==> src/rtl/pipe_ctrl_step_3_5.sv <==
// rtl/pipe_ctrl_step_3_5.sv - step 3..5 control pipeline with RAW interlock and branch flush
module pipe_ctrl_step_3_5 #(
  parameter int                    OPCODE_W   = 6,
  parameter int                    REG_W      = 5,
  parameter logic [OPCODE_W-1:0]   NOP_OPCODE = 6'b111111,
  parameter int                    CNT_W      = 16
) (
  input  logic                clk,
  input  logic                rst,
  input  logic [OPCODE_W-1:0] opcode_step_2,
  input  logic [REG_W-1:0]    rs_step_2,
  input  logic [REG_W-1:0]    rt_step_2,
  input  logic [REG_W-1:0]    rd_step_2,
  input  logic                branch_taken_step_3,
  output logic [OPCODE_W-1:0] opcode_step_3,
  output logic [OPCODE_W-1:0] opcode_step_4,
  output logic [OPCODE_W-1:0] opcode_step_5,
  output logic [REG_W-1:0]    wnum_step_3,
  output logic [REG_W-1:0]    wnum_step_4,
  output logic [REG_W-1:0]    wnum_step_5,
  output logic                is_hazzard,
  output logic                stall_pc_if,
  output logic [CNT_W-1:0]    stall_cnt
);

  localparam logic [OPCODE_W-1:0] OP_RTYPE = OPCODE_W'(6'b000000);
  localparam logic [OPCODE_W-1:0] OP_ADDI  = OPCODE_W'(6'b001000);
  localparam logic [OPCODE_W-1:0] OP_BEQ   = OPCODE_W'(6'b000100);
  localparam logic [OPCODE_W-1:0] OP_LW    = OPCODE_W'(6'b100011);
  localparam logic [OPCODE_W-1:0] OP_SW    = OPCODE_W'(6'b101011);

  localparam logic [CNT_W-1:0] CNT_MAX = {CNT_W{1'b1}};
  localparam logic [CNT_W-1:0] CNT_ONE = {{(CNT_W-1){1'b0}}, 1'b1};

  logic [REG_W-1:0] dst_step_2;
  logic             uses_rs;
  logic             uses_rt;
  logic             match_3;
  logic             match_4;

  // Decode step-2 destination and source usage; compare against in-flight writers in steps 3 and 4.
  // Step 5 writes the regfile in time for step-2 reads, so it is never checked.
  always_comb begin
    dst_step_2 = '0;
    uses_rs    = 1'b0;
    uses_rt    = 1'b0;
    unique case (opcode_step_2)
      OP_RTYPE: begin dst_step_2 = rd_step_2; uses_rs = 1'b1; uses_rt = 1'b1; end
      OP_ADDI:  begin dst_step_2 = rt_step_2; uses_rs = 1'b1; end
      OP_LW:    begin dst_step_2 = rt_step_2; uses_rs = 1'b1; end
      OP_BEQ:   begin uses_rs = 1'b1; uses_rt = 1'b1; end
      OP_SW:    begin uses_rs = 1'b1; uses_rt = 1'b1; end
      default:  ;
    endcase
    match_3 = (wnum_step_3 != '0) &&
              ((uses_rs && (wnum_step_3 == rs_step_2)) || (uses_rt && (wnum_step_3 == rt_step_2)));
    match_4 = (wnum_step_4 != '0) &&
              ((uses_rs && (wnum_step_4 == rs_step_2)) || (uses_rt && (wnum_step_4 == rt_step_2)));
  end

  assign is_hazzard  = match_3 | match_4;
  assign stall_pc_if = is_hazzard & ~branch_taken_step_3;

  // Advance steps 3..5; step 3 takes a bubble on flush or stall, otherwise the decoded step-2 instruction.
  always_ff @(posedge clk) begin
    if (rst) begin
      opcode_step_3 <= NOP_OPCODE;
      opcode_step_4 <= NOP_OPCODE;
      opcode_step_5 <= NOP_OPCODE;
      wnum_step_3   <= '0;
      wnum_step_4   <= '0;
      wnum_step_5   <= '0;
      stall_cnt     <= '0;
    end else begin
      if (branch_taken_step_3) begin
        opcode_step_3 <= NOP_OPCODE;
        wnum_step_3   <= '0;
      end else if (is_hazzard) begin
        opcode_step_3 <= NOP_OPCODE;
        wnum_step_3   <= '0;
        if (stall_cnt != CNT_MAX) stall_cnt <= stall_cnt + CNT_ONE;
      end else begin
        opcode_step_3 <= opcode_step_2;
        wnum_step_3   <= dst_step_2;
      end
      opcode_step_4 <= opcode_step_3;
      wnum_step_4   <= wnum_step_3;
      opcode_step_5 <= opcode_step_4;
      wnum_step_5   <= wnum_step_4;
    end
  end

endmodule
==> config.mk <==
export PLATFORM = sky130hd
export DESIGN_NAME = pipe_ctrl_step_3_5
export DESIGN_NICKNAME = d
export VERILOG_FILES = /design/src/rtl/pipe_ctrl_step_3_5.sv
export SDC_FILE = /design/constraint.sdc
export NUM_CORES = 1
export LEC_CHECK = 0
export BUFFER_PORTS_ARGS = -buffer_cell sky130_fd_sc_hd__buf_2
export CORE_MARGIN = 1.5
export CORE_UTILIZATION = 49
export DETAILED_ROUTE_END_ITERATION = 10
export PLACE_DENSITY = 0.79
export SLEW_MARGIN = 20
export SYNTH_ARGS = -nofsm -noshare
export SYNTH_HDL_FRONTEND = slang
export SYNTH_SLANG_ARGS = --single-unit
==> constraint.sdc <==
create_clock -name clk -period 2.8 [get_ports clk]
set_clock_uncertainty 0.05 [all_clocks]
set_input_delay 0.42 -clock clk [delete_from_list [all_inputs] [get_ports clk]]
set_output_delay 0.42 -clock clk [all_outputs]
set_load 0.03 [all_outputs]
==> key figures, run 1 <==
Floorplanning
  – DIE WIDTH: 68.38 µm
  – Core area: 4058 µm²
  – Number of I/O pins: 75
  – Die area: 4676 µm²
  – Rows: 23
  – Initial Util: between 50 and 60%
  – Chip height: 68.38 µm

Setup path
  – Critical path type: reg2out
  – Buf/Inv on CP: 1
  – Crit path arrival time: between 1.5 and 2 ns
  – Req. time, crit path: approximately 2.3 ns
  – Crit-path max FO: 5
  – Slowest cell delay on critical path: 0.44 ns
  – Worst-path cell chain: xor2_1, nor3_1, nand4_1, a21oi_4, or2_4, and2_1, buf_2
  – Critical path's slowest cell: dfxtp_1
  – CP endpoint kind: primary output
  – Top Family by Delay on Critical Path: simple AND/OR/NAND/NOR gates
  – Critical path launch point type: register

Logic synthesis
  – Syn Std Cell Area: 2095 µm²
  – Async SR Flop Fraction: 0%
  – Mapped Cells: 218
  – Yosys reg bits: between 40 and 50
  – Distinct cells, synth: 42
  – Post-synthesis sequential area ratio: a little under half
  – Post-synth EDFFs: 0
  – Syn Area/Cell: 9.608 µm²
  – Total number of yosys warnings: 0
  – Largest cells by area after synthesis: dfxtp_1, xor2_1, nor2b_1
  – Yosys top cell area share: 46.83%
  – Yosys top cell by area: dfxtp_1
  – Syn_nets: 243
  – Synth Flop Type: dfxtp_1

Routing
  – Avg WL per Cell: 12.99 µm
  – DRT Pass-1 Iters: 4
  – DRT iter0 DRCs: 127
  – Routed Antenna Nets: 0
  – DR vias/cell: 5.315
  – Final wirelength: 4417 µm
  – Vias: 1,807
  – Met3 wire length: ~250 µm
  – M1 WL: 2004 µm
  – Residual DRC: 0
  – Wire length on met2: 2119 µm
  – Top routing layer used: met4

Global route
  – Vias in the first global route: 1,580
  – Initial antenna violation count: 0
  – Total gr overflow: 0
  – First-pass GRT wire length: 6824 µm
  – Largest net degree at the start of global routing: 42
  – GRT Overall Usage: 19.56%

STA
  – RSZ-0062 raised after global routing: no
  – Max Clock Freq: 410.0 MHz
  – Final setup vio count: 0
  – Worst slew margin: 56.15%
  – Setup TNS: 0 ns
  – Fin crit period: approximately 2.4 ns
  – Least-Margin Pin Slew: 0.6577 ns
  – Final worst path period share: 87.12%
  – Max-slew violations: 0
  – Fin. Hold Viols: 0

Clock tree
  – Clock Tree Root: clkbuf_8
  – CTS tree: yes
  – Cts hold-fix bufs: 0
  – Cts repair resizes: 0
  – Post CTS Setup Buffer Count: 0
  – CTS Buffer Depth: 2
  – Clock transition at path regs: 0.09 ns
  – Num Clock Sinks: 49
  – H-tree levels: 2
  – Cts bufs inserted: 5
  – Clk_lat worst skew: 0.30 ns

Placed design
  – # placed instances: roughly 330
  – DPL Wire Length: between 3000 and 4000 µm
  – GP Congestion: 0.8063
  – Port bufs: between 70 and 80

Finish
  – Post-Layout Cell Count: 340
  – Area Growth Syn to Fin: 24.67%
  – # diodes: 0
  – Share of layout cells above drive strength 1: 35.86%
  – Fill cells: 326
  – Nets: 314

Power and ir drop
  – VDD IR max: 0.4039 mV
  – Pwr dens: roughly 540 nW/µm²
  – Leak Pwr: ~1.1 nW

Flow run
  – Max-cap violation count: 0

Worst hold path
  – HP Class: in2reg

Outcome
  – Outcome: finished, final reports clean
## power by group
group | switching [W] | total [W] | internal [W]
Combinational | 0.0000554 | 0.0000914 | 0.0000360
Sequential | 0.00000348 | 0.000708 | 0.000704
Clock | 0.000241 | 0.000601 | 0.000359
## metal layers
layer	track usage, %	vias to the layer above
met3	6.414	6
met1	24.21	838
met4	7.250	0
li1	-	910
met2	31.49	53
met5	0	-
## area by class of cell
type / instances / area (µm²) / area share [%]
Inverter: 2 / 7.507 / 0.2875
Timing Repair Buffer: 74 / 370.4 / 14.18
Clock inverter: 3 / 68.82 / 2.635
Sequential cell: 49 / 980.9 / 37.57
Clock buffer: 5 / 68.82 / 2.635
Multi-Input combinational cell: 157 / 1052 / 40.30
Tap cell: 50 / 62.56 / 2.396
## cell families (layout without fill, tap and decap cells)
logic type               count (synthesis)  in the layout  share of synthesized area, %
AND/OR/NAND/NOR                         96             96                         26.70
adder cells (fa/ha/maj)                  1              1                        0.5973
XOR/XNOR                                21             21                         8.782
AO/OA/AOI/OAI                           36             36                         12.61
multiplexers                             3              3                         1.553
buffers and inverters                   12             84                         2.927
flip-flops                              49             49                         46.83
## layout by cell type, fill, tap and decap left out, types with 2 or more instances in the layout
master and n:
or2_2 12, a21oi_1 12, nor4_1 2, nand3_1 8
o31a_1 2, bufinv_16 2, mux2_1 2, xnor2_1 8
clkbuf_8 5, nor2_1 13, dfxtp_1 49, xor2_1 13
or2_1 6, nand2_1 6, o21ai_0 5, buf_2 74
o31ai_1 5, nor2b_1 12, a22oi_1 5, nor3_1 10
inv_1 2, or3_1 6, nand4_1 8, or4_1 5
## sequential cells by signal, summed over array words and instances (netlist names)
register       flops
opcode_step_3      6
opcode_step_4      6
opcode_step_5      6
stall_cnt         16
wnum_step_3        5
wnum_step_4        5
wnum_step_5        5
## synthesized netlist by cell type (2+ instances only)
| cell | n |
|---|---|
| a21oi_1 | 12 |
| a22oi_1 | 5 |
| buf_6 | 2 |
| clkbuf_1 | 6 |
| dfxtp_1 | 49 |
| inv_1 | 2 |
| mux2_1 | 2 |
| nand2_1 | 6 |
| nand3_1 | 8 |
| nand4_1 | 8 |
| nor2_1 | 13 |
| nor2b_1 | 12 |
| nor3_1 | 10 |
| nor4_1 | 2 |
| o21ai_0 | 5 |
| o31a_1 | 2 |
| o31ai_1 | 5 |
| or2_1 | 6 |
| or2_2 | 12 |
| or3_1 | 6 |
| or4_1 | 5 |
| xnor2_1 | 8 |
| xor2_1 | 13 |
## final timing paths
| kind | to | from | slack, ns | cells after the start |
|---|---|---|---|---|
| worst max-delay path | stall_pc_if | wnum_step_4[3]$_SDFF_PP0_ | 0.36 | 7 |
| worst min-delay path | opcode_step_3[5]$_SDFF_PP1_ | opcode_step_2[5] | 0.29 | 2 |
| worst max register to register | stall_cnt[11]$_SDFFE_PP0P_ | stall_cnt[3]$_SDFFE_PP0P_ | 0.52 | 7 |
| worst min register to register | opcode_step_5[1]$_SDFF_PP1_ | opcode_step_4[1]$_SDFF_PP1_ | 0.39 | 1 |
## per-stage QoR
stage	total power, W	hold slack [ns]	instance area (µm²)	util [%]	setup WS [ns]
final	0.001400	0.2924	2611	64.35	0.3608
after global routing	0.001448	0.2886	2611	64.35	0.2525
after CTS	0.001413	0.2796	2611	64.35	0.3626
after detailed placement	0.0008154	0.3701	2474	60.96	0.2635
after global placement	0.0008133	0.3650	2474	60.96	0.3586
after floorplan	0.0007777	0.4698	2095	-	0.5138
Power figures use the tool's default switching activity.
==> inputs of run 2 (changes only) <==
--- a/config.mk
+++ b/config.mk
@@ -6,10 +6,12 @@
 export NUM_CORES = 1
 export LEC_CHECK = 0
 export BUFFER_PORTS_ARGS = -buffer_cell sky130_fd_sc_hd__buf_2
+export CELL_PAD_IN_SITES_DETAIL_PLACEMENT = 2
+export CELL_PAD_IN_SITES_GLOBAL_PLACEMENT = 2
 export CORE_MARGIN = 1.5
-export CORE_UTILIZATION = 49
+export CORE_UTILIZATION = 29
 export DETAILED_ROUTE_END_ITERATION = 10
-export PLACE_DENSITY = 0.79
+export PLACE_DENSITY_LB_ADDON = 0.1
 export SLEW_MARGIN = 20
 export SYNTH_ARGS = -nofsm -noshare
 export SYNTH_HDL_FRONTEND = slang
==> run 2 against run 1 <==
Fmax is 1.9% lower. Largest power group unchanged. Clock power down 29%. Combinational power is 3.7% higher. Non-clock buffer count increased by 3. Count of clock-buffer cells in the layout unchanged. Sequential share of layout area fell by 0.46 points. Worst hold slack better by 0.0051 ns. Sequential power about the same. Design area rose by 1.2%.
==> key figures, run 2 (synthesis gave the netlist of run 1 again) <==
Routing
  – Vias: 1,852 (+2.5%)
  – Final wirelength: 5865 µm (+33%)
  – Avg WL per Cell: 15.08 µm (+16%)
  – Routed Antenna Nets: 0 (unchanged)
  – DRT iter0 DRCs: 62 (-51%)
  – Residual DRC: 0 (unchanged)
  – DR vias/cell: 4.761 (-10%)
  – DRT Pass-1 Iters: 3 (-1)

Finish
  – Final instance area: 2644 µm² (+1.2%)
  – Most common cell after layout, fill and taps aside: buf_2
  – # diodes: 0 (unchanged)
  – Nets: 317 (+0.96%)
  – Biggest register: stall_cnt
  – FF+latch area: 980.9 µm² (unchanged)
  – Commonest cells after routing, fill and taps aside: buf_2, dfxtp_1, nor2_1, xor2_1
  – Multi-input logic area: 1052 µm² (unchanged)
  – Fill cells: 829 (+150%)
  – Max reg flops: 16 (unchanged)
  – Area Growth Syn to Fin: 26.22%
  – Share of layout cells above drive strength 1: 36.52% (+0.66 points)

Setup path
  – R2R Path Start: stall_cnt[3]$_SDFFE_PP0P_
  – Req. time, crit path: 2.33 ns (about the same)
  – Register-to-register path setup slack: 0.38 ns (-0.14 ns)
  – Reg2Reg Capture Point: stall_cnt[10]$_SDFFE_PP0P_
  – CP endpoint kind: primary output
  – Critical path launch point type: register
  – Reg2reg path depth: 7 (unchanged)
  – Crit-path max FO: 5 (unchanged)
  – Critical path type: reg2out
  – Crit path arrival time: 2.02 ns (+0.05 ns)

Clock tree
  – Clock transition at path regs: 0.10 ns (about the same)
  – Post CTS Setup Buffer Count: 0 (unchanged)
  – H-tree levels: 2 (unchanged)
  – Num Clock Sinks: 49 (unchanged)
  – Clock Tree Root: clkbuf_8
  – CTS Buffer Depth: 2 (unchanged)
  – Cts repair resizes: 0 (unchanged)
  – CTS tree: yes
  – Cts bufs inserted: 5 (unchanged)
  – Cts hold-fix bufs: 0 (unchanged)
  – Clk_lat worst skew: 0.31 ns (about the same)

Power and ir drop
  – Pwr dens: 466.1 nW/µm² (-13%)
  – VDD IR max: 0.2954 mV (-27%)
  – Leak Pwr: 1.075 nW (-0.78%)
  – Total Power: 0.001232 W (-12%)

STA
  – Fin. Hold Viols: 0 (unchanged)
  – Final worst setup slack: 0.3137 ns (-0.04705 ns)
  – Fin crit period: 2.486 ns (+0.04705 ns)
  – Setup TNS: 0 ns (unchanged)
  – Final worst path period share: 88.80% (+1.7 points)
  – Worst slew margin: 52.28% (-3.9 points)
  – Least-Margin Pin Slew: 0.7131 ns (+0.05539 ns)
  – Max-slew violations: 0 (unchanged)
  – RSZ-0062 raised after global routing: no
  – Max Clock Freq: 402.2 MHz (-1.9%)
  – Final setup vio count: 0 (unchanged)

Global route
  – Vias in the first global route: 1,888 (+19%)
  – Initial antenna violation count: 0 (unchanged)
  – Largest net degree at the start of global routing: 29 (-31%)
  – First-pass GRT wire length: 9453 µm (+39%)
  – Total gr overflow: 0 (unchanged)
  – GRT Overall Usage: 15.62% (-3.9 points)

Floorplanning
  – Chip height: 87.99 µm (+29%)
  – Initial Util: 30.33% (-21 points)
  – Rows: 30 (+30%)
  – DIE WIDTH: 87.99 µm (+29%)
  – Die area: 7741 µm² (+66%)
  – Core area: 6907 µm² (+70%)
  – Number of I/O pins: 75 (unchanged)

Outcome
  – Outcome: finished, final reports clean

Placed design
  – Pre-CTS WS: 0.2369 ns (-0.02660 ns)
  – Port bufs: 74 (unchanged)
  – DPL Wire Length: 4450 µm (+38%)
  – Post-DP Area: 2554 µm² (+3.2%)
  – GP Congestion: 0.8076 (+0.16%)

Worst hold path
  – Worst hold path startpoint: rd_step_2[1]
  – Hold Path Stages: 3 (+1)
  – Hold endpoint: wnum_step_3[1]$_SDFF_PP0_
  – HP Class: in2reg

Flow run
  – Max-cap violation count: 0 (unchanged)
-- run 2: cell types whose count changed in the layout (fill, tap and decap cells not counted), sizes merged --
cell / change
buf: +3
bufinv: -2
clkinv: +1
clkinvlp: +1
-- run 2: cell type report --
class | count | share of cell area (%)
inverters | 2 | 0.2840
clock buffers | 5 | 2.603
clock inverters | 3 | 0.8045
multi-input cells | 157 | 39.80
repair buffers | 77 | 14.86
well taps | 96 | 4.543
flip-flops and latches | 49 | 37.10
-- run 2: routing by layer --
layer  routed length, µm  GRT usage (%)
met5                   0              0
met2                2794          26.16
met3                 277          3.582
met1                2748          20.48
met4                  44          3.319
-- run 2: how the worst max path moves through the flow --
stage	end	cells past startpoint	slack, ns	from
2_1_floorplan	stall_pc_if	6	0.51	opcode_step_2[5]
3_3_place_gp	stall_cnt[11]$_SDFFE_PP0P_	8	0.32	opcode_step_2[5]
3_5_place_dp	stall_cnt[11]$_SDFFE_PP0P_	8	0.24	opcode_step_2[5]
4_1_cts	stall_pc_if	7	0.28	wnum_step_4[3]$_SDFF_PP0_
5_1_grt	stall_pc_if	7	0.12	wnum_step_4[3]$_SDFF_PP0_
6_report	stall_pc_if	7	0.31	wnum_step_4[3]$_SDFF_PP0_
-- run 2: report_power, final --
part           switching [W]  internal [W]
Sequential        0.00000384      0.000704
Clock               0.000252      0.000178
Combinational      0.0000578     0.0000370
Total               0.000313      0.000919
-- run 2: per-stage QoR --
stage               std cells  hold slack, ns  util [%]
finish                    389          0.2975     38.28
global route              389          0.2977     38.28
CTS                       389          0.2932     38.28
detailed placement        381          0.3707     36.97
global placement          381          0.3660     36.97
floorplan                 218          0.4698         -
-- run 2: critical path, stage by stage (launching register included) --
cell and delay, ns:
dfxtp_1 0.46, xor2_1 0.12, nor3_1 0.25, nand4_1 0.16, a21oi_2 0.22, or2_4 0.15, and2_1 0.15, buf_2 0.20
